**config.mk**
```make
export PLATFORM = sky130hd
export DESIGN_NAME = seg_scan
export DESIGN_NICKNAME = d
export VERILOG_FILES = /design/src/rtl/seg_scan.sv
export SDC_FILE = /design/constraint.sdc
export NUM_CORES = 1
export LEC_CHECK = 0
export CAP_MARGIN = 20
export CORE_UTILIZATION = 35
export CTS_BUF_LIST = sky130_fd_sc_hd__clkbuf_16
export DETAILED_ROUTE_END_ITERATION = 8
export PLACE_DENSITY_LB_ADDON = 0.12
export REMOVE_ABC_BUFFERS = 1
export SETUP_SLACK_MARGIN = 0.3
export SKIP_CTS_REPAIR_TIMING = 1
export SLEW_MARGIN = 20
export SYNTH_ARGS = -nofsm -noshare
export SYNTH_HDL_FRONTEND = slang
export SYNTH_SLANG_ARGS = --single-unit
```
**constraint.sdc**
```tcl
create_clock -name clk -period 2.83 [get_ports clk]
set_input_delay 0.566 -clock clk [delete_from_list [all_inputs] [get_ports clk]]
set_output_delay 0.566 -clock clk [all_outputs]
set_load 0.02 [all_outputs]
```
**src/rtl/seg_scan.sv**
```systemverilog
// seg_scan: multiplexed 7-segment scanner for the alarm-clock display.
// Walks the six digits (S0, S1, M0, M1, H0, H1) onto one shared segment bus,
// blanks the first BLANK clocks of each slot to suppress ghosting, and can
// blink any digit pair by hiding its segments every other blink half-period.
module seg_scan #(
    parameter int DWELL     = 1000,
    parameter int BLANK     = 8,
    parameter int BLINK_DIV = 64
) (
    input  logic       clk,
    input  logic       rst,
    input  logic [6:0] S0disp,
    input  logic [6:0] S1disp,
    input  logic [6:0] M0disp,
    input  logic [6:0] M1disp,
    input  logic [6:0] H0disp,
    input  logic [6:0] H1disp,
    input  logic [2:0] blink_en,
    output logic [6:0] seg_out,
    output logic [5:0] dig_sel,
    output logic       frame_start
);

    localparam int DW = $clog2(DWELL);
    localparam int FW = (BLINK_DIV > 1) ? $clog2(BLINK_DIV) : 1;
    localparam logic [DW-1:0] DWELL_LAST = DW'(DWELL - 1);
    localparam logic [FW-1:0] FRAME_LAST = FW'(BLINK_DIV - 1);

    logic [DW-1:0] dwell_ct;
    logic [2:0]    idx;
    logic [FW-1:0] frame_ct;
    logic          phase;

    logic          blank_slot;
    logic          pair_blink;
    logic [6:0]    seg_pick;
    logic [6:0]    seg_nx;
    logic [5:0]    dig_nx;
    logic          frame_start_nx;

    // Hides a digit's segments while its pair is in the blink-off half-period.
    function automatic logic [6:0] blink_mask(input logic [6:0] seg, input logic hide);
        return hide ? 7'd0 : seg;
    endfunction

    // Anti-ghosting blank window; with BLANK=0 no slot is ever blanked.
    generate
        if (BLANK == 0) begin : g_no_blank
            assign blank_slot = 1'b0;
        end else begin : g_blank
            localparam logic [DW-1:0] BLANK_V = DW'(BLANK);
            assign blank_slot = (dwell_ct < BLANK_V);
        end
    endgenerate

    // Slot, digit and blink-frame counters; idx advances on each dwell wrap.
    always_ff @(posedge clk or negedge rst) begin
        if (!rst) begin
            dwell_ct <= '0;
            idx      <= '0;
            frame_ct <= '0;
            phase    <= 1'b0;
        end else if (dwell_ct == DWELL_LAST) begin
            dwell_ct <= '0;
            if (idx == 3'd5) begin
                idx <= '0;
                if (frame_ct == FRAME_LAST) begin
                    frame_ct <= '0;
                    phase    <= ~phase;
                end else begin
                    frame_ct <= frame_ct + 1'b1;
                end
            end else begin
                idx <= idx + 3'd1;
            end
        end else begin
            dwell_ct <= dwell_ct + 1'b1;
        end
    end

    // Next-output decode: select the digit, apply blink and blank windows.
    always_comb begin
        seg_pick   = 7'd0;
        pair_blink = 1'b0;
        case (idx)
            3'd0:    seg_pick = S0disp;
            3'd1:    seg_pick = S1disp;
            3'd2:    seg_pick = M0disp;
            3'd3:    seg_pick = M1disp;
            3'd4:    seg_pick = H0disp;
            3'd5:    seg_pick = H1disp;
            default: seg_pick = 7'd0;
        endcase
        case (idx[2:1])
            2'd0:    pair_blink = blink_en[0];
            2'd1:    pair_blink = blink_en[1];
            2'd2:    pair_blink = blink_en[2];
            default: pair_blink = 1'b0;
        endcase

        frame_start_nx = (idx == 3'd0) && (dwell_ct == '0);
        if (blank_slot) begin
            dig_nx = 6'd0;
            seg_nx = 7'd0;
        end else begin
            // Digit enable stays on during blink-off; only segments go dark.
            dig_nx = 6'd1 << idx;
            seg_nx = blink_mask(seg_pick, phase && pair_blink);
        end
    end

    // Registered outputs, one clock behind the state they describe.
    always_ff @(posedge clk or negedge rst) begin
        if (!rst) begin
            seg_out     <= 7'd0;
            dig_sel     <= 6'd0;
            frame_start <= 1'b0;
        end else begin
            seg_out     <= seg_nx;
            dig_sel     <= dig_nx;
            frame_start <= frame_start_nx;
        end
    end

endmodule

```
# After elaboration in Yosys (flattened, before gate mapping)
# Cells that the tools add are included.
op_classes:
  n_addsub: 3
  n_lt_le_gt_ge: 1
  n_eq_ne: 9
  shifts: 1
  mux: 8
  n_bitwise: 1
  reduce_logical: 7
op_table:
  columns: ["op", "n"]
  rows:
  - ["7-bit one-hot mux with 6 select lines", 1]
  - ["7-bit two-way mux", 2]
  - ["6-bit two-way mux", 2]
  - ["10-bit by 1-bit adder with 10-bit output (second input constant)", 1]
  - ["10-bit == test (second input constant)", 1]
  - ["10-bit logical NOT", 1]
  - ["10-bit by 4-bit < comparator with 1-bit output (second input constant)", 1]
  - ["10-bit two-way mux", 1]
  - ["6-bit by 1-bit adder with 6-bit output (second input constant)", 1]
  - ["3-bit by 2-bit == test with 1-bit output (second input constant)", 2]
  - ["3-bit == test (second input constant)", 2]
  - ["6-bit == test (second input constant)", 1]
  - ["1-bit by 3-bit left shift with 6-bit output (first input constant)", 1]
  - ["3-bit by 1-bit adder with 3-bit output (second input constant)", 1]
  - ["3-bit by 1-bit == test with 1-bit output (second input constant)", 1]
  - ["3-bit logical NOT", 1]
  - ["3-bit two-way mux", 1]
  - ["1-bit one-hot mux with 3 select lines", 1]
  - ["3-bit AND reduction", 1]
  - ["2-bit by 1-bit == test with 1-bit output (second input constant)", 1]
  - ["2-bit == test (second input constant)", 1]
  - ["1-bit logical AND", 2]
  - ["2-bit logical NOT", 1]
  - ["2-bit AND reduction", 1]
  - ["1-bit NOT", 1]
word_totals:
  register_bits: 34
  in_bits: 47
  word_cells: 37

# Depth between registers and ports, before layout
logic_depth:
  ltp_word: 5
  mapped_depth: 8
  ltp_nobuf: 5

# Least setup slack after synthesis
# OpenSTA, ideal clock, no wires.
synth_path:
  path_kind: "register to register"
  start: "register idx[0]"
  end: "register seg_out[0]"
  t_arrival_ns: 1.907
  t_required_ns: 2.765
  slack_ns: 0.858
  path_stages_with_launch: 9
  synth_period_minus_slack_ns: 1.972
  path_cell_list: "dfrtp_1 > buf_2 > buf_1 > and2_1 > ha_1 > buf_1 > nor3b_1 > a211oi_2 > o21a_1"
synth_via:
  elab_chain_len: 4
  word_cells_on_any_way: 9
synth_rtl:
  columns: ["item", "line_no", "rtl"]
  rows:
  - ["from (decl)", "30", "logic [2:0] idx;"]
  - ["from (signal assigned)", "74", "idx <= idx + 3'd1;"]
  - ["3-bit == test, or another cell as far along", "85", "case (idx)"]
  - ["7-bit one-hot mux with 6 select lines *", "85", null]
  - ["7-bit two-way mux *", "43", "return hide ? 7'd0 : seg;"]
  - ["7-bit two-way mux *", "102", "if (blank_slot) begin"]
  - ["named net seg_nx[0]", "37", "logic [6:0] seg_nx;"]
  - ["to (signal assigned)", "119", "seg_out <= seg_nx;"]
  - ["to (decl)", "19", "output logic [6:0] seg_out,"]
# The timed path passes the listed nets; every way through them passes the cells marked *.
# A chain may end at the register's enable or synchronous reset.

# Final worst setup path
layout_path:
  start: "register idx[2]"
  end: "register seg_out[3]"
layout_via:
  elab_chain_len: 5
  word_cells_on_any_way: 14
layout_rtl:
  columns: ["item", "line_no", "rtl"]
  rows:
  - ["2-bit == test, or another cell as far along", "94", "case (idx[2:1])"]
  - ["1-bit one-hot mux with 3 select lines", "94", null]
  - ["1-bit logical AND", "108", "seg_nx = blink_mask(seg_pick, phase && pair_blink);"]
  - ["7-bit two-way mux *", "43", null]
  - ["7-bit two-way mux *", "102", null]
  - ["named net seg_nx[3]", "37", null]
# Marked as above.

==> metrics.md <==
| Metric | Value |
|---|---|
| Final setup fails | `0` |
| Die X | `73.9 um` |
| Main synth FF type | `dfrtp_1` |
| Layout area overhead | `44.9%` |
| DP HPWL | `3140 um` |
| Unrepaired setup endpoints after global routing | `no` |
| Kind of critical path | `reg -> reg` |
| Seq/Total Area, Yosys | `0.470` |
| Total power | `1.13 mW` |
| CP endpoint kind | `register` |
| Number of H-tree levels | `2` |
| Clock network fraction of total power | `0.469` |
| Layout cell share with drive strength beyond 1 | `0.0708` |
| Number of global-route vias before repair | `1457` |
| Yosys warns | `0` |
| GRT Overall Usage | `0.173` |
| CP arrival | `2.31 ns` |
| Final Slew Violations | `0` |
| DRT iter0 DRCs | `57` |
| Mapped cell area | `1810 um^2` |
| CP Buf/Inv Count | `1` |
| Crit-path max cell delay | `0.60 ns` |
| # IOs | `61` |
| Combinational group share of total power | `0.095` |
| Final hold violation count | `0` |
| Nets | `290` |
| Post-route insts no fill | `307` |
| Clock Latency Late Sink | `0.28 ns` |
| CP Cell Sequence | `inv_1, ha_1, nor3b_1, a211oi_2, o21a_1` |
| Overflow left after global routing | `0` |
| Initial antenna violation count | `0` |
| Maximum clock insertion buffer count | `2` |
| VDD IR-drop max | `0.285 mV` |
| Core Rows | `25` |
| Syn Area/Cell | `10.2 um^2` |
| Area post-placement | `2480 um^2` |
| Total Die Area | `5470 um^2` |
| Die H | `73.9 um` |
| Fin Setup TNS | `0 ns` |
| Sw frac | `0.211` |
| ANT cells | `0` |
| Fmax | `0.477 GHz` |
| 1st-pass router iterations | `4` |
| Max-slew headroom | `0.596` |
| DRT antenna net count | `0` |
| Post-synth EDFFs | `0` |
| Setup Skew | `0.00671 ns` |
| Outcome | `finished clean` |
| Dpl cells | `299` |
| Num CTS Buffers | `5` |
| First-pass GRT wire length | `7040 um` |
| Max-cap violations | `0` |
| Initial core utilization | `0.374` |
| Top delay family on crit path | `compound AO/OA/AOI/OAI gates` |
| Finished Cell Area | `2630 um^2` |
| Reg power frac | `0.437` |
| Measured slew at the worst slew-check pin | `0.605 ns` |
| CP max-delay cell | `dfrtp_1` |
| IO buf count | `60` |
| Post-Route WL | `4310 um` |
| DR WL/cell | `14.0 um` |
| RePlAce Congestion | `0.752` |
| Commonest non-fill, non-tap cell in the layout | `clkdlybuf4s50_1` |
| Fin util | `0.541` |
| Mapped Cells | `178` |
| Core footprint | `4850 um^2` |
| Final period util | `0.741` |
| Req. time, crit path | `3.04 ns` |
| Register bit total from synthesis | `34` |
| Cell Pwr Density | `430 nW/um^2` |
| Leakage | `1.08 nW` |
| CTS clock-pin slew for the worst setup and hold paths | `0.05 ns` |
| Via count | `1485` |
| Asr flop ratio synth | `1.00` |
| P_sw | `238 uW` |
| Largest net degree at the start of global routing | `35` |
| Worst-path maximum fanout | `19` |
| Post-layout min period | `2.10 ns` |
| Num Clock Sinks | `34` |
| Commonest cells after routing, fill and taps aside | `clkdlybuf4s50_1, dfrtp_1, nor2_1` |
| Root Driver | `clkbuf_16` |
| CTS tree | `yes` |
| Synth cell types | `39` |
| Worst min path class | `reg -> reg` |
| P_int | `891 uW` |
| DR vias/cell | `4.84` |
| DRC | `0` |
| CP Launch Type | `register` |
==> power groups by stage <==
stage	Sequential [mW]	Clock [mW]	Combinational, mW
CTS	0.493	0.540	0.109
detailed placement	0.502	0	0.108
floorplan	0.508	0	0.0141
finish	0.493	0.529	0.107
global route	0.493	0.565	0.115
global placement	0.502	0	0.108
==> worst reg2reg max path, delay by kind of cell (launching register included) <==
family | cells | cell delay, ns
compound gates | 2 | 0.68
fa+ha+maj | 1 | 0.38
buf+inv | 1 | 0.25
flops | 1 | 0.60
simple gates | 1 | 0.12
==> stage by stage <==
stage,hold WS (ns),setup slack (ns)
final,0.491,0.733
after global routing,0.508,0.525
after CTS,0.491,0.720
after detailed placement,0.480,0.760
after global placement,0.482,0.784
after floorplan,0.270,1.13
==> routing by layer <==
layer,vias up,GRT usage,share of wire
met2,34,0.258,0.45
met3,7,0.0528,0.054
met4,0,0.0513,0.011
li1,767,-,-
met5,-,0,0
met1,677,0.243,0.49
==> final timing paths <==
check	from	end	slack [ns]	cells past startpoint
max in group asynchronous	rst	seg_out[6]	1.81	2
worst min-delay path	dwell_ct[0]	dwell_ct[0]	0.49	1
worst min register to register	dwell_ct[0]	dwell_ct[0]	0.49	1
worst max-delay path	idx[2]	seg_out[3]	0.73	5
worst max register to register	idx[2]	seg_out[3]	0.73	5
min in group asynchronous	rst	dwell_ct[7]	0.71	2
==> state kept, by name, indices dropped and copies added, names as in the netlist <==
| signal | cells |
|---|---|
| frame_start | 1 |
| idx | 3 |
| dwell_ct | 10 |
| frame_ct | 6 |
| dig_sel | 6 |
| phase | 1 |
| seg_out | 7 |
==> cell usage after synthesis, drive strengths merged, types with 2 or more instances <==
master,count,area share
dfrtp,34,0.47
and3,3,0.010
a221o,4,0.022
o21a,7,0.029
or3,2,0.0069
and2,2,0.0069
nand2,9,0.019
nor2b,10,0.035
ha,4,0.028
a22o,4,0.019
a21oi,3,0.0083
inv,5,0.010
mux2i,8,0.044
xor2,4,0.019
nand3,10,0.028
buf,8,0.020
nor4,2,0.015
nand2b,2,0.0069
nor3,8,0.022
a22oi,5,0.021
o21ai,9,0.025
o22ai,2,0.0069
xnor2,6,0.029
mux2,2,0.012
nor2,12,0.025
and4,2,0.0097
==> final cells by class <==
type / count / area, um^2
flip-flops and latches: 34 / 851
fillers: 437 / 2220
multi-input cells: 130 / 902
clock buffers: 5 / 125
well taps: 67 / 83.8
inverters: 5 / 18.8
repair buffers: 63 / 623
clock inverters: 3 / 21.3
==> kinds of logic (layout without fill, tap and decap cells) <==
kind of cell,after synthesis,in the layout,share of synthesized area
AO/OA/AOI/OAI,38,38,0.151
adder cells (fa/ha/maj),4,4,0.0276
flip-flops,34,34,0.470
buffers and inverters,14,76,0.0325
AND/OR/NAND/NOR,68,68,0.215
XOR/XNOR,10,10,0.0483
multiplexers,10,10,0.0566
(Power assumes the default switching activity.)
==> RTL change 1, RTL diff (config.mk and constraints unchanged) <==
Put one more register stage on the output `seg_out`, cleared by the reset. The value now appears one clock later. The other outputs are not delayed to match.
--- a/src/rtl/seg_scan.sv
+++ b/src/rtl/seg_scan.sv
@@ -25,6 +25,8 @@
     localparam int FW = (BLINK_DIV > 1) ? $clog2(BLINK_DIV) : 1;
     localparam logic [DW-1:0] DWELL_LAST = DW'(DWELL - 1);
     localparam logic [FW-1:0] FRAME_LAST = FW'(BLINK_DIV - 1);
+
+    logic [6:0] seg_s0;
 
     logic [DW-1:0] dwell_ct;
     logic [2:0]    idx;
@@ -112,15 +114,23 @@
     // Registered outputs, one clock behind the state they describe.
     always_ff @(posedge clk or negedge rst) begin
         if (!rst) begin
-            seg_out     <= 7'd0;
+            seg_s0      <= 7'd0;
             dig_sel     <= 6'd0;
             frame_start <= 1'b0;
         end else begin
-            seg_out     <= seg_nx;
+            seg_s0      <= seg_nx;
             dig_sel     <= dig_nx;
             frame_start <= frame_start_nx;
         end
     end
 
+    always_ff @(posedge clk or negedge rst) begin
+        if (!rst) begin
+            seg_out <= '0;
+        end else begin
+            seg_out <= seg_s0;
+        end
+    end
+
 endmodule
 
Function: changed (a bounded check fails within 10 cycles, from zero or initial values and one cycle with rst low).
==> RTL change 1 against the original RTL <==
Routed wire length grew 9.9%. Worst hold slack lost 150 ps. Area after synthesis grew 11%. Sequential cell count grew 7. Worst setup slack gained 71 ps. Total power grew 11%. Sequential share of layout area grew 3.7 points. Count of clock-buffer cells in the layout is the same. Highest routed layer unchanged. Combinational power is essentially flat. Cell area grew 8.2%. Fmax grew 3.5%.
==> RTL change 1: results (changes against the original RTL) <==
Status
  – Status: finished clean

Yosys
  – Commonest cells in the netlist: 41 x dfrtp_1, 15 x nor2_1, 12 x nand2_1, 11 x nand3_1, 9 x nor3_1
  – Largest cells by area after synthesis: dfrtp_1 51%, mux2i_1 4.0%, nor2_1 2.8%
  – Post-synthesis sequential area ratio: 50.9% (+3.9 points)
  – Cell variety after synth: 49 (+26%)

Floorplanning
  – Die width: 77.9 µm (+5.4%)

Power and ir drop
  – Max IR drop VDD: 0.215 mV (-25%)
  – Switch share: 20.5% (-0.60 points)
  – Reg power frac: 48.0% (+4.3 points)

Global routing
  – GR Util met3: 4.35% (-0.93 points)
  – First-pass GRT wire length: 8390 µm (+19%)
  – Vias in the first global route: 1746 (+20%)
  – Gr usage total: 18.0% (+0.65 points)
  – GR Util met1: 23.4% (-0.87 points)

Worst hold path
  – Launch point of the worst hold path: seg_s0[6]
  – Hold Path End: seg_out[6]
  – Hold Crit Depth: 0 (-1)

Layout
  – Nets@finish: 302 (+4.1%)
  – Top Registers: dwell_ct (10), seg_out (7), seg_s0 (7)
  – Layout cells sized above 1: 8.33% (+1.2 points)

Place
  – Hpwl dp: 3300 µm (+4.8%)

Setup path
  – Reg2reg setup slack: 800 ps (+70 ps)
  – Worst r2r src: dwell_ct[0]
  – CP max stage cell: or4b_1
  – Worst stage delay on the critical path: 690 ps (+90 ps)

Drt
  – Met2 Wirelength: 2250 µm (+16%)
  – Metal-1 WL: 2210 µm (+5.7%)
  – Drt wl/cell: 14.6 µm (+4.1%)
-- RTL change 1: cell count changes in the layout (fill, tap and decap cells not counted), moves of 2 or more --
cell	before	now
buf_4	3	7
dfrtp_1	34	41
nand2_1	9	12
nor2_1	12	15
nor2b_1	10	8
o21ai_0	9	3
o21bai_1	0	2
or3_1	2	0
-- RTL change 1: layout make-up --
| type | instances | area (µm²) |
|---|---|---|
| clock buffers | 5 | 125 |
| clock inverters | 3 | 17.5 |
| fillers | 507 | 2700 |
| inverters | 4 | 15.0 |
| multi-input cells | 132 | 918 |
| flip-flops and latches | 41 | 1030 |
| well taps | 72 | 90.1 |
| repair buffers | 67 | 648 |
-- RTL change 1: kinds of logic after synthesis --
group	after synthesis	share of synthesized area (%)
flip-flops	41	50.9
adder cells (fa/ha/maj)	4	2.48
AND/OR/NAND/NOR	71	18.4
multiplexers	10	5.27
buffers and inverters	14	3.60
AO/OA/AOI/OAI	38	15.4
XOR/XNOR	9	3.91
-- RTL change 1: critical path: cells and delay by family (launching register included) --
family / cells / cell delay (ps)
flops: 1 / 400
compound gates: 2 / 430
fa+ha+maj: 1 / 240
simple gates: 2 / 840
-- RTL change 1: per-stage QoR --
stage	cells	instance area, µm²	hold WS (ps)
2_1_floorplan	177	1960	270
6_report	324	2840	346
3_3_place_gp	316	2700	333
5_1_grt	324	2840	363
4_1_cts	324	2840	348
3_5_place_dp	316	2700	335
-- RTL change 1: how the worst max path moves through the flow --
stage	end	slack (ps)	start
after global placement	frame_ct[5]	860	idx[1]
after global routing	frame_ct[5]	690	dwell_ct[0]
after floorplan	frame_ct[5]	720	idx[0]
after detailed placement	frame_ct[5]	830	idx[1]
final	frame_ct[5]	800	dwell_ct[0]
after CTS	frame_ct[5]	780	dwell_ct[0]
==> RTL change 2, RTL diff (same flow settings) <==
Made on the original files. The parameter `DWELL` goes from 1000 to 4000.
--- a/src/rtl/seg_scan.sv
+++ b/src/rtl/seg_scan.sv
@@ -3,7 +3,7 @@
 // blanks the first BLANK clocks of each slot to suppress ghosting, and can
 // blink any digit pair by hiding its segments every other blink half-period.
 module seg_scan #(
-    parameter int DWELL     = 1000,
+    parameter int DWELL     = 4000,
     parameter int BLANK     = 8,
     parameter int BLINK_DIV = 64
 ) (
Check against the original RTL: same outputs for any inputs over 10 cycles, from zero or initial values and one cycle with rst low; that may be too few to reach the edited logic, so the function may still have changed.
==> RTL change 2 against the original RTL <==
Combinational power about the same. Count of clock-buffer cells in the layout unchanged. Sequential power up 5.9%. Total power up 0.13%. Sequential cell count up 2. Worst setup slack better by 14 ps. Largest cell class unchanged. Utilization down 1.9 points. Routed wire length up 10%. Cell area up 3.7%. Critical path depth unchanged. Area after synthesis up 5.7%. First-iteration DRC count up 33%. Clock skew down 5.1 ps. Clock power down 5.1%.
==> RTL change 2: results (changes against the original RTL) <==
Power and ir drop
  – Seq group: 0.522 mW (+5.9%)
  – Leak pwr: 1.13 nW (+4.7%)
  – Reg power frac: 46.2% (+2.5 points)
  – Combinational group power: 0.107 mW (about the same)
  – Max IR drop VDD: 0.272 mV (-4.8%)
  – Switch share: 19.6% (-1.5 points)

Yosys
  – Mux contribution to synthesized area: 4.83% (-0.83 points)
  – Commonest cells in the netlist: 36 x dfrtp_1, 19 x nor2_1, 9 x nand2_1, 9 x nand3_1
  – Cell variety after synth: 48 (+23%)
  – Post-Synthesis Cells: 187 (+5.1%)
  – Syn. warnings: 0 (unchanged)
  – Async SR Flop Fraction: 100% (unchanged)
  – Area share of fa/ha/maj cells after synthesis: 2.61% (-0.15 points)
  – Complex-gate fraction of the synthesized area: 15.0% (-0.032 points)
  – Post-synthesis sequential area ratio: 47.0% (+0.067 points)
  – Largest cells by area after synthesis: dfrtp_1 47%, nor2_1 3.7%, mux2i_1 3.7%
  – Xor/xnor share of the synthesized area: 4.57% (-0.26 points)

Timing
  – Final hold violation count: 0 (unchanged)
  – Slew @ Worst Pin: 544 ps (-61.2 ps)
  – Clock Skew: 1.61 ps (-5.09 ps)

Place
  – Placed cell count: 311 (+4.0%)
  – GPL Wtd Cong: 0.778 (+3.5%)
  – Post-DP Area: 2590 µm² (+4.4%)
  – Input/output buffers: 60 (unchanged)
  – Hpwl dp: 3450 µm (+9.8%)

Setup path
  – Crit start category: flip-flop
  – Top cell family by delay on the critical path: compound AO/OA/AOI/OAI gates
  – Worst Path Arrival: 2280 ps (-30 ps)
  – Worst stage delay on the critical path: 560 ps (-40 ps)
  – CP max stage cell: dfrtp_1
  – Worst-path maximum fanout: 16 (-3)

Drt
  – Initial drt markers: 76 (+33%)
  – Drt wl/cell: 14.9 µm (+6.3%)
  – Via density: 5.15 (+6.5%)
  – Pre-Repair DR Iteration Count: 4 (unchanged)

Global routing
  – First-pass GRT wire length: 8160 µm (+16%)
  – Largest net degree at the start of global routing: 37 (+5.7%)
  – Vias in the first global route: 1712 (+18%)
  – Gr usage total: 18.1% (+0.76 points)
  – Antenna violations before repair: 0 (unchanged)

Layout
  – ANT cells: 0 (unchanged)
  – Nets@finish: 299 (+3.1%)
  – Top Registers: dwell_ct (12), seg_out (7)
  – Non-Filler Instances: 318 (+3.6%)
  – Layout cells sized above 1: 6.85% (-0.23 points)
  – Fillers: 488 (+12%)

CTS
  – Clock transition at path regs: 50 ps (about the same)
  – Root Buffer: clkbuf_16
  – CTS Buf Count: 5 (unchanged)
  – CTS HTree Levels: 2 (unchanged)
  – Max Root-Sink Buffers: 2 (unchanged)
  – Clock Latency Late Sink: ~270 ps

Worst hold path
  – Hold Path Class: flip-flop to flip-flop
  – Hold Crit Depth: 1 (unchanged)

Status
  – Status: finished clean
-- RTL change 2: cell types whose count changed in the layout (fill, tap and decap cells not counted), sizes merged, moves of 2 or more --
cell,unedited run,this run
and2,2,5
nor2b,10,6
nor3,8,3
o21a,7,5
xnor2,6,4
nor2,12,19
and4,2,4
dfrtp,34,36
nand4,1,6
xor2,4,6
a31oi,1,3
o22ai,2,0
o21ai,9,7
a22o,4,1
-- RTL change 2: cell type report --
class / count / area [µm²] / share of cell area [%]
multi-input combinational: 138 / 962 / 35.4
sequential: 36 / 901 / 33.1
timing repair buffer: 63 / 623 / 22.9
clock buffer: 5 / 125 / 4.60
tap: 70 / 87.6 / 3.22
inverter: 4 / 15.0 / 0.552
clock inverter: 2 / 7.51 / 0.276
-- RTL change 2: path summary, 6_finish.rpt --
kind / from / to / slack, ps
max: idx[2] / seg_out[1] / 750
min: frame_ct[4] / frame_ct[4] / 480
max reg2reg: idx[2] / seg_out[1] / 750
min reg2reg: frame_ct[4] / frame_ct[4] / 480
max in group asynchronous: rst / dwell_ct[5] / 1790
min in group asynchronous: rst / seg_out[0] / 720
-- RTL change 2: cell families after synthesis --
logic type                 after synthesis
adders and majority gates                4
DFF                                     36
AOI/OAI and AO/OA                       38
xor gates and xnor gates                10
and+or+nand+nor                         77
muxes                                    9
buffers and inverters                   13
-- RTL change 2: worst reg2reg max path: stages, from the launching register on --
cell and delay, ps:
dfrtp_1 560, inv_1 240, ha_1 400, nor2b_1 110, a221oi_2 480, a21boi_0 220
-- RTL change 2: layer usage --
metal / part of all wire [%] / wire length [µm] / vias up / global-route usage, %
met5: 0 / 0 / - / 0
met4: 1.3 / 64 / 0 / 7.12
met3: 3.8 / 181 / 6 / 4.07
met2: 47 / 2220 / 36 / 29.1
met1: 48 / 2280 / 777 / 23.7
li1: - / - / 819 / -
